## config.mk

```make
export PLATFORM = sky130hd
export DESIGN_NAME = timer_down_nbit
export DESIGN_NICKNAME = d
export VERILOG_FILES = /design/src/rtl/timer_down_nbit.sv
export SDC_FILE = /design/constraint.sdc
export NUM_CORES = 1
export LEC_CHECK = 0
export CAP_MARGIN = 20
export CORE_AREA = 2 2 39 41
export CTS_CLUSTER_DIAMETER = 200
export DETAILED_ROUTE_END_ITERATION = 10
export DIE_AREA = 0 0 41 43
export GPL_TIMING_DRIVEN = 0
export PLACE_DENSITY_LB_ADDON = 0.08
export SLEW_MARGIN = 20
export SYNTH_ARGS = -nofsm -noshare
export SYNTH_HDL_FRONTEND = slang
export SYNTH_SLANG_ARGS = --single-unit
```

## constraint.sdc

```tcl
create_clock -name clk_i -period 4.4 [get_ports clk_i]
set_clock_uncertainty 0.1 [all_clocks]
set_input_delay 0.88 -clock clk_i [delete_from_list [all_inputs] [get_ports clk_i]]
set_output_delay 0.88 -clock clk_i [all_outputs]
set_load 0.02 [all_outputs]
```

## src/rtl/timer_down_nbit.sv

```systemverilog
// Down-counting timer: loads a period, counts to zero and pulses done at terminal count.
// Optional auto-reload turns it into a gap-free period-N tick generator.
module timer_down_nbit #(
    parameter int CNT_WIDTH = 3
) (
    input  logic                 clk_i,
    input  logic                 reset_i,
    input  logic                 load_i,
    input  logic [CNT_WIDTH-1:0] load_value_i,
    input  logic                 start_i,
    input  logic                 pause_i,
    input  logic                 auto_reload_i,
    output logic [CNT_WIDTH-1:0] counter_o,
    output logic                 busy_o,
    output logic                 done_o
);

    typedef enum logic [1:0] {
        IDLE   = 2'd0,
        RUN    = 2'd1,
        PAUSED = 2'd2
    } state_t;

    localparam logic [CNT_WIDTH-1:0] ONE  = CNT_WIDTH'(1);
    localparam logic [CNT_WIDTH-1:0] ZERO = '0;

    state_t               state_q, state_d;
    logic [CNT_WIDTH-1:0] period_q, period_d;
    logic [CNT_WIDTH-1:0] cnt_q, cnt_d;
    logic                 done_q, done_d;

    always_ff @(posedge clk_i) begin
        if (reset_i) begin
            state_q  <= IDLE;
            period_q <= ZERO;
            cnt_q    <= ZERO;
            done_q   <= 1'b0;
        end else begin
            state_q  <= state_d;
            period_q <= period_d;
            cnt_q    <= cnt_d;
            done_q   <= done_d;
        end
    end

    always_comb begin
        state_d  = state_q;
        period_d = period_q;
        cnt_d    = cnt_q;
        done_d   = 1'b0;

        if (load_i) begin
            // Load aborts any run and swallows a coincident start.
            period_d = load_value_i;
            cnt_d    = load_value_i;
            state_d  = IDLE;
        end else begin
            case (state_q)
                IDLE: begin
                    if (start_i && (period_q != ZERO)) begin
                        cnt_d   = period_q;
                        state_d = RUN;
                    end
                end
                RUN, PAUSED: begin
                    if (pause_i) begin
                        state_d = PAUSED;
                    end else if (cnt_q == ONE) begin
                        done_d = 1'b1;
                        if (auto_reload_i) begin
                            cnt_d   = period_q;
                            state_d = RUN;
                        end else begin
                            cnt_d   = ZERO;
                            state_d = IDLE;
                        end
                    end else if (cnt_q > ONE) begin
                        cnt_d   = cnt_q - ONE;
                        state_d = RUN;
                    end else begin
                        // Zero count while running is unreachable; fall back to idle.
                        state_d = IDLE;
                    end
                end
                default: begin
                    state_d = IDLE;
                end
            endcase
        end
    end

    assign counter_o = cnt_q;
    assign busy_o    = (state_q != IDLE);
    assign done_o    = done_q;

endmodule

```

After elaboration in Yosys (flattened, before gate mapping)
Cells that the tools add are included.
{"block": "word_totals", "register_bits": 9, "out_inout_bits": 5, "wordCells": 37}
{"block": "op_classes", "addsub": 1, "order_cmp": 1, "eq_ne": 7, "muxes": 14, "bitwise_logic": 1, "reduce_logical": 9}
{"op": "$mux W3", "n": 6}
{"op": "$mux W2", "n": 3}
{"op": "$ne A3 B3 Y1 const B", "n": 2}
{"op": "$pmux W3 S2", "n": 1}
{"op": "$reduce_bool A3 Y1", "n": 2}
{"op": "$ne A4 B4 Y1 const B", "n": 1}
{"op": "$pmux W2 S2", "n": 1}
{"op": "$reduce_and A4 Y1", "n": 1}
{"op": "$reduce_or A2 Y1", "n": 2}
{"op": "$reduce_or A4 Y1", "n": 1}
{"op": "$eq A3 B1 Y1 const B", "n": 1}
{"op": "$gt A3 B1 Y1 const B", "n": 1}
{"op": "$mux W1", "n": 3}
{"op": "$sub A3 B1 Y3 const B", "n": 1}
{"op": "$eq A2 B1 Y1 const B", "n": 1}
{"op": "$eq A2 B2 Y1 const B", "n": 1}
{"op": "$logic_not A2 Y1", "n": 1}
{"op": "$ne A2 B2 Y1 const B", "n": 1}
{"op": "$reduce_bool A2 Y1", "n": 1}
{"op": "$logic_and A1 B1 Y1", "n": 1}
{"op": "$not A1 Y1", "n": 1}

Longest topological paths before layout
Gate-level depths: netlist of run 1.
{"block": "depth", "ltp_word": 6, "ltp_mapped": 6, "ltp_nobuf": 6}

Worst setup path before layout of run 1
Ideal clock, no wire load.
{"block": "synth_timing", "kind": "input -> register", "startpoint": "in load_i", "endpoint": "reg cnt_q[1], in the netlist counter_o[1]", "setup_ps": 70, "arrival_time_ps": 1612, "required_ps": 4230, "setup_slack_ps": 2617, "cell_stages": 4, "path_cell_list": "buf_2 -> o41ai_2 -> o211ai_1 -> a21oi_1"}
{"block": "synth_between", "elab_chain_cells": 2}
{"item": "from (decl)", "line": "8", "source": "input logic load_i,"}
{"item": "$ne A4 B4 Y1 (no source line), or another cell as far along"}
{"item": "$reduce_and A4 Y1 (no source line)"}
{"item": "to (signal assigned)", "line": "41", "source": "cnt_q <= cnt_d;"}
{"item": "to (decl)", "line": "29", "source": "logic [CNT_WIDTH-1:0] cnt_q, cnt_d;"}
Parallel ways exist; a longest one is shown, timed or not.
A chain may end at the register's enable or synchronous reset.

Final worst setup path of run 1
{"block": "layout_timing", "startpoint": "reg state_q[0]", "endpoint": "out busy_o"}
{"block": "layout_between", "elab_chain_cells": 1}
{"item": "from (decl)", "line": "27", "source": "state_t state_q, state_d;"}
{"item": "from (signal assigned)", "line": "39", "source": "state_q <= state_d;"}
{"item": "$reduce_bool A2 Y1", "line": "93", "source": "assign busy_o = (state_q != IDLE);"}
{"item": "to (decl)", "line": "14", "source": "output logic busy_o,"}
No other way between the ends.

==> metrics, run 1 <==
vias in the first global route about 500; DRC 0; fin util 0.537; routability cong. 0.788; Slew HR 0.732; commonest non-fill, non-tap cell in the layout clkdlybuf4s50_1; Max clock buf depth 2; area leader, netlist dfxtp_1; Worst EP arrival roughly 1.7 ns; CP startpoint kind register; synthesized net count 80; # fillers about 150; H-Tree Level Count 1; CTS Buf Count 3; Highest Clock Rate 0.381 GHz; first-pass GRT wire length between 2 and 2.5 mm; DP Wirelength approximately 950 um; routed wire length 1.24 mm; pwr/cell area 294 mW/mm^2; Post-CTS Hold Buffers 0; Max VDD drop approximately 0.15 mV; max-cap violation count 0; Syn Area/Cell roughly 8.8 um^2; Core Region 0.00138 mm^2; final slew viol count 0; RSZ-0062 raised after global routing false; Final #Nets 96; share of layout cells above drive strength 1 0.110; CTS clk-pin slew, worst paths 0.06 ns; min Tclk post-route about 2.6 ns; Mapped Area 587 um^2; clock root cell clkbuf_4; post-DR wirelength/cell 12.6 um; Sink Count 9; total track usage 0.183; critical path type reg2out; drt first pass iters 4; Synth area leaders dfxtp_1 (31%), ha_1 (8.5%), mux2i_1 (6.8%); Post-DRT Antenna Nets 0; Synth warnings 0; # rows 14; most frequent cells in the layout clkdlybuf4s50_1 (11), dfxtp_1 (9), inv_1 (7); synthesized instance count between 60 and 70; CTS tree yes; n_diodes 0; synth unique cells 28; layout overhead on the synthesized area 26.7%; PostCTS Resize Cnt 0; Worst Setup End Kind primary output; vias per inst around 5.4; initial antenna violation count 0; largest net degree at the start of global routing 11; io pins 14; fin crit share 0.597; Final Hold Violating Endpoints 0; Slew @ Worst Pin between 0.4 and 0.5 ns; clk_lat worst skew ~0.27 ns; grt ovf 0; Worst Path Max Fanout 4; status finished, final reports clean; post-synthesis sequential area ratio 0.307; synthesized flop and latch total 9; setup TNS 0 ns; port buffer count 11; DR iter-0 viols 14; initial core utilization 0.424; Critical Path RT about 3.4 ns; die height roughly 43 um; Power Total roughly 0.22 mW; Synth top area share 0.307; via count approximately 530; die area approximately 0.0018 mm^2; Final Setup Violations 0; min-delay worst type reg2reg; Leakage Power roughly 0.29 nW; Die W 41 um; postcts setup bufs 0
## power breakdown
| part | switching, mW | internal (mW) |
|---|---|---|
| sequential | 0.00702 | 0.0864 |
| combinational | 0.0291 | 0.0289 |
| clock | 0.0318 | 0.0351 |
| total | 0.0679 | 0.150 |
## sequential cells by signal, summed over array words and instances (netlist names)
signal,cells
period_q,3
counter_o,3
done_o,1
state_q,2
## stage by stage
step	std cells	worst slack, ns	hold slack [ns]	cell area [um^2]
2_1_floorplan	67	2.62	0.357	587
3_3_place_gp	94	2.06	0.376	717
3_5_place_dp	94	2.06	0.386	717
4_1_cts	98	1.77	0.395	743
5_1_grt	98	1.69	0.453	743
6_report	98	1.77	0.390	743
## synthesized netlist by cell type
cell type,instances
a21oi_1,6
inv_2,1
inv_1,7
a21boi_0,1
a2111oi_2,1
nor4_4,1
a21o_1,1
dfxtp_1,9
nor2b_1,2
o221ai_1,3
nor4_1,1
mux2i_1,4
o211ai_1,1
nand2b_1,2
o21ai_0,1
nand3_1,2
ha_1,4
buf_2,1
a211oi_1,1
nand2_1,5
o31ai_1,2
nand2b_2,1
nand3b_1,3
o41ai_2,1
a221o_1,1
and2_1,1
nor2_1,3
clkbuf_1,1
## area by class of cell
cell class | count | area, um^2 | area share
inverter | 8 | 30.0 | 0.0404
multi-input combinational | 48 | 368 | 0.495
tap | 16 | 20.0 | 0.0269
clock buffer | 4 | 26.3 | 0.0354
buffer | 2 | 8.76 | 0.0118
sequential | 9 | 180 | 0.242
timing repair buffer | 11 | 110 | 0.148
## routing by layer
| layer | track usage | vias to the layer above | share of wire |
|---|---|---|---|
| met2 | 0.253 | 8 | 0.46 |
| met3 | 0.0314 | 4 | 0.029 |
| li1 | - | 273 | - |
| met4 | 0.100 | 0 | 0.020 |
| met5 | 0 | - | 0 |
| met1 | 0.260 | 246 | 0.49 |
## worst max-delay path: stages (launching register included)
cell,delay [ns]
dfxtp_1,0.36
inv_1,0.05
ha_1,0.24
inv_1,0.12
clkdlybuf4s50_1,0.61
## final timing paths
path / startpoint / end / slack (ns) / cells after the start
max reg2reg: state_q[0]$_SDFFE_PP0P_ / counter_o[2]$_SDFFE_PP0P_ / 2.63 / 6
min reg2reg: state_q[1]$_SDFFE_PP0P_ / state_q[1]$_SDFFE_PP0P_ / 0.39 / 2
max: state_q[0]$_SDFFE_PP0P_ / busy_o / 1.77 / 4
min: state_q[1]$_SDFFE_PP0P_ / state_q[1]$_SDFFE_PP0P_ / 0.39 / 2
## logic make-up after synthesis
| group | Yosys count | synth area share |
|---|---|---|
| flip-flops | 9 | 0.307 |
| AND/OR/NAND/NOR | 21 | 0.222 |
| AO/OA/AOI/OAI | 19 | 0.252 |
| multiplexers | 4 | 0.0682 |
| buffers and inverters | 10 | 0.0661 |
| adder cells (fa/ha/maj) | 4 | 0.0853 |
No activity file was read; power rests on OpenSTA's default activity.
==> run 2, diff against run 1 <==
CORE_AREA = unset   (was 2 2 39 41)
CORE_MARGIN = 2   (was unset)
CORE_UTILIZATION = 42   (was unset)
DIE_AREA = unset   (was 0 0 41 43)
clock period = 2.3 ns   (was 4.4 ns; I/O delays follow)
==> metrics, run 2 (synthesized netlist as in run 1, its figures left out) <==
status finished, final reports clean; n_diodes 0 (unchanged); post-DR wirelength/cell 13.6 um (+7.5%); # rows 13 (-1); Sink Count 9 (unchanged); fin util 0.572 (+0.0350); Worst Setup End Kind primary output; min-delay src state_q[1]$_SDFFE_PP0P_; grt ovf 0 (unchanged); Worst Hold Path Cells 2 (unchanged); vias in the first global route 503 (+0.80%); Seq pwr share 0.431 (+0.003); Psw 0.128 mW (+89%); via count 532 (+0.19%); Hold Path Sink state_q[1]$_SDFFE_PP0P_; CTS Buf Count 3 (unchanged); commonest non-fill, non-tap cell in the layout clkdlybuf4s50_1; postcts setup bufs 0 (unchanged); port buffer count 11 (unchanged); largest net degree at the start of global routing 11 (unchanged); H-Tree Level Count 1 (unchanged); Worst Path Max Fanout 8 (+4); PostCTS Resize Cnt 0 (unchanged); register area 180 um^2 (unchanged); # fillers 128 (-12%); clk_lat worst skew 0.27 ns (about the same); most frequent cells in the layout clkdlybuf4s50_1 (10), dfxtp_1 (9), inv_1 (7); setup TNS 0 ns (unchanged); die area 0.00171 mm^2 (-2.9%); CP max-delay cell clkdlybuf4s50_1; final slew viol count 0 (unchanged); Core Region 0.00130 mm^2 (-6.0%); first-pass GRT wire length 2.10 mm (-3.8%); reg-to-reg slack, setup 0.49 ns (-2.14 ns); Post-CTS Hold Buffers 0 (unchanged); delay of the slowest cell on the worst path 0.67 ns (+0.06 ns); Die W 41.4 um (+0.93%); CTS clk-pin slew, worst paths 0.07 ns (about the same); final setup margin 0.292 ns (-1.48 ns); top cell family by delay on the critical path buffers and inverters; Final Setup Violations 0 (unchanged); Max VDD drop 0.323 mV (+110%); max-cap violation count 0 (unchanged); routed wire length 1.32 mm (+6.4%); Critical Path RT 1.74 ns (-1.68 ns); clock root cell clkbuf_4; layout overhead on the synthesized area 26.9%; routability cong. 0.777 (-1.3%); Final Hold Violating Endpoints 0 (unchanged); die height 41.4 um (-3.8%); area of the multi-input gates 368 um^2 (unchanged); initial core utilization 0.451 (+0.0269); DR iter-0 viols 5 (-9); min Tclk post-route 2.01 ns; Reg2Reg Depth 6 (unchanged); Leakage Power 0.304 nW (+6.1%); CP bufs+invs 1 (-2); pwr/cell area 558 mW/mm^2 (+90%); min-delay worst type reg2reg; Reg2Reg Launch Point state_q[0]$_SDFFE_PP0P_; Clk pwr share 0.300 (-0.007); Slew HR 0.737 (+0.00553); critical path type reg2out; Highest Clock Rate between 0.4 and 0.5 GHz; Worst EP arrival 1.45 ns (-0.20 ns); drt first pass iters 4 (unchanged); DP Wirelength 1.02 mm (+7.8%); io pins 14 (unchanged); total track usage 0.193 (+0.0101); DRC 0 (unchanged); initial antenna violation count 0 (unchanged); Final #Nets 96 (unchanged); switching share of power 0.308 (-0.00278); RSZ-0062 raised after global routing false; CP startpoint kind register; Slew @ Worst Pin 0.394 ns (-0.00829 ns); Post-DRT Antenna Nets 0 (unchanged); Reg2Reg Capture Point counter_o[2]$_SDFFE_PP0P_; critical path, cell by cell clkdlybuf4s50_1; Max clock buf depth 2 (unchanged); vias per inst 5.48 (+1.2%); Post-Place Worst Slack 0.372 ns (-1.69 ns); combinational share of power 0.269 (+0.003); fin crit share 0.873; Int Power 0.287 mW (+91%); CTS tree yes; share of layout cells above drive strength 1 0.110 (unchanged)
[run 2: power by group through the flow]
stage / clock network, mW / registers [mW] / logic (mW)
5_1_grt: 0.134 / 0.181 / 0.122
2_1_floorplan: 0 / 0.186 / 0.0691
3_3_place_gp: 0 / 0.182 / 0.110
6_report: 0.125 / 0.179 / 0.112
4_1_cts: 0.129 / 0.179 / 0.113
3_5_place_dp: 0 / 0.182 / 0.112
[run 2: per-stage QoR]
step	cell area [um^2]	total power, mW	instances	hold WS [ns]
finish	744	0.415	97	0.386
global route	744	0.436	97	0.411
CTS	742	0.420	97	0.393
detailed placement	716	0.294	93	0.383
global placement	716	0.292	93	0.374
floorplan	587	0.255	67	0.357
[run 2: area by class of cell]
cell class / instances / share of cell area
buffer: 2 / 0.0118
clock buffer: 4 / 0.0353
inverter: 8 / 0.0403
multi-input combinational: 48 / 0.494
sequential: 9 / 0.242
tap: 15 / 0.0252
timing repair buffer: 11 / 0.151
[run 2: worst register-to-register path: cells and delay by family, from the launching register on]
kind,cells,cell delay [ns]
compound gates,2,0.51
fa+ha+maj,1,0.40
buf+inv,1,0.06
flops,1,0.36
mux,1,0.10
simple gates,1,0.18
[run 2: worst max-delay path by stage]
stage,startpoint,endpoint,slack [ns],cells after the start
after floorplan,counter_o[1]$_SDFFE_PP0P_,counter_o[2]$_SDFFE_PP0P_,0.66,6
after global placement,state_q[0]$_SDFFE_PP0P_,busy_o,0.40,4
after detailed placement,state_q[0]$_SDFFE_PP0P_,busy_o,0.37,4
after CTS,state_q[0]$_SDFFE_PP0P_,busy_o,0.09,4
after global routing,counter_o[2]$_SDFFE_PP0P_,counter_o[2],0.25,1
final,counter_o[2]$_SDFFE_PP0P_,counter_o[2],0.29,1
[run 2: layer usage]
| metal | GRT usage | part of all wire | vias up |
|---|---|---|---|
| li1 | - | - | 274 |
| met1 | 0.227 | 0.46 | 247 |
| met2 | 0.324 | 0.50 | 9 |
| met3 | 0.0479 | 0.033 | 2 |
| met4 | 0.0968 | 0.0091 | 0 |
| met5 | 0 | 0 | - |
==> run 3, diff against run 2 <==
ABC_CLOCK_PERIOD_IN_PS = 2300   (was unset)
RECOVER_POWER = 25   (was unset)
==> metrics, run 3 (synthesized netlist as in run 1, its figures left out) <==
status finished, final reports clean; clock root cell clkbuf_4; commonest non-fill, non-tap cell in the layout dfxtp_1; register area 180 um^2 (unchanged); initial core utilization 0.451 (unchanged); DR iter-0 viols 5 (unchanged); Critical Path RT 1.74 ns (about the same); drt first pass iters 4 (unchanged); Post-Place Worst Slack 0.372 ns (unchanged); Worst Setup End Kind primary output; CTS Buf Count 3 (unchanged); layout overhead on the synthesized area 26.9% (unchanged); pwr/cell area 557 mW/mm^2 (-0.25%); most frequent cells in the layout dfxtp_1 (9), inv_1 (7), clkdlybuf4s50_1 (7); die area 0.00171 mm^2 (unchanged); Final #Nets 96 (unchanged); DRC 0 (unchanged); Post-DRT Antenna Nets 0 (unchanged); io pins 14 (unchanged); Slew @ Worst Pin 0.394 ns (unchanged); routed wire length 1.32 mm (unchanged); RSZ-0062 raised after global routing false; die height 41.4 um (unchanged); n_diodes 0 (unchanged); Max VDD drop 0.322 mV (-0.51%); post-DR wirelength/cell 13.6 um (unchanged); vias per inst 5.48 (unchanged); Core Region 0.00130 mm^2 (unchanged); final setup margin 0.292 ns (+0.00000300 ns); Max clock buf depth 2 (unchanged); postcts setup bufs 0 (unchanged); Final Setup Violations 0 (unchanged); DP Area 716 um^2 (unchanged); first-pass GRT wire length 2.10 mm (unchanged); design area 744 um^2 (unchanged); Leakage Power 0.305 nW (+0.26%); max-cap violation count 0 (unchanged); H-Tree Level Count 1 (unchanged); # fillers 128 (unchanged); share of layout cells above drive strength 1 0.110 (unchanged); Worst Path Max Fanout 8 (unchanged); top cell family by delay on the critical path buffers and inverters; total track usage 0.193 (unchanged); largest net degree at the start of global routing 11 (unchanged); Final Hold Violating Endpoints 0 (unchanged); min-delay worst type reg2reg; CP startpoint kind register; vias in the first global route 503 (unchanged); Die W 41.4 um (unchanged); area of the multi-input gates 368 um^2 (unchanged); critical path, cell by cell clkdlybuf4s50_1; grt ovf 0 (unchanged); routability cong. 0.777 (unchanged); critical path type reg2out; CTS tree yes; # rows 13 (unchanged); clk_lat worst skew 0.27 ns (about the same); port buffer count 11 (unchanged); via count 532 (unchanged); min Tclk post-route 2.01 ns (-0.00000300 ns); CTS clk-pin slew, worst paths 0.07 ns (about the same); CP bufs+invs 1 (unchanged); initial antenna violation count 0 (unchanged); setup TNS 0 ns (unchanged); delay of the slowest cell on the worst path 0.67 ns (about the same); DP Wirelength 1.02 mm (unchanged); CP max-delay cell clkdlybuf4s50_1; final slew viol count 0 (unchanged); Power Total 0.414 mW (-0.25%); Sink Count 9 (unchanged); Slew HR 0.737 (unchanged); Worst EP arrival 1.45 ns (about the same); Highest Clock Rate 0.498 GHz (about the same); fin crit share 0.873 (about the same)
==> run 3: cell count changes in the layout (fill, tap and decap cells not counted), sizes merged <==
cell           previous run  this run
clkdlybuf4s50            10         7
dlygate4sd3               0         3
==> run 3: cell type report <==
class / instances / area share
inverter: 8 / 0.0403
tap: 15 / 0.0252
buffer: 2 / 0.0118
multi-input combinational: 48 / 0.494
sequential: 9 / 0.242
timing repair buffer: 11 / 0.151
clock buffer: 4 / 0.0353
==> run 3: per-stage QoR <==
step,hold slack (ns),instances,util
5_1_grt,0.411,97,0.572
3_3_place_gp,0.374,93,0.550
4_1_cts,0.393,97,0.570
3_5_place_dp,0.383,93,0.550
2_1_floorplan,0.357,67,-
6_report,0.386,97,0.572
==> run 3: report_power, final <==
| part | internal, mW | leakage, nW | switching (mW) |
|---|---|---|---|
| clock network | 0.0669 | 0.0150 | 0.0578 |
| logic | 0.0542 | 0.216 | 0.0566 |
| registers | 0.165 | 0.0737 | 0.0136 |
| total | 0.286 | 0.305 | 0.128 |
==> run 3: worst paths after layout <==
path,startpoint,to,slack [ns],depth (start not counted)
worst min register to register,state_q[1]$_SDFFE_PP0P_,state_q[1]$_SDFFE_PP0P_,0.39,2
worst max register to register,state_q[0]$_SDFFE_PP0P_,counter_o[2]$_SDFFE_PP0P_,0.49,6
worst min-delay path,state_q[1]$_SDFFE_PP0P_,state_q[1]$_SDFFE_PP0P_,0.39,2
worst max-delay path,counter_o[2]$_SDFFE_PP0P_,counter_o[2],0.29,1
==> run 3: what timing repair did <==
| action | 4_1_cts | 5_1_grt |
|---|---|---|
| resized for setup | 0 | 1 |
| endpoints found under the hold margin | 0 | 0 |
| hold buffers | 0 | 0 |
| endpoints found under the setup margin | 0 | 1 |
==> run 3: metal layers <==
layer	up-vias	global-route usage	wire length (um)
li1	274	-	-
met1	247	0.227	601
met2	9	0.324	656
met3	2	0.0479	44
met4	0	0.0968	12
met5	-	0	0
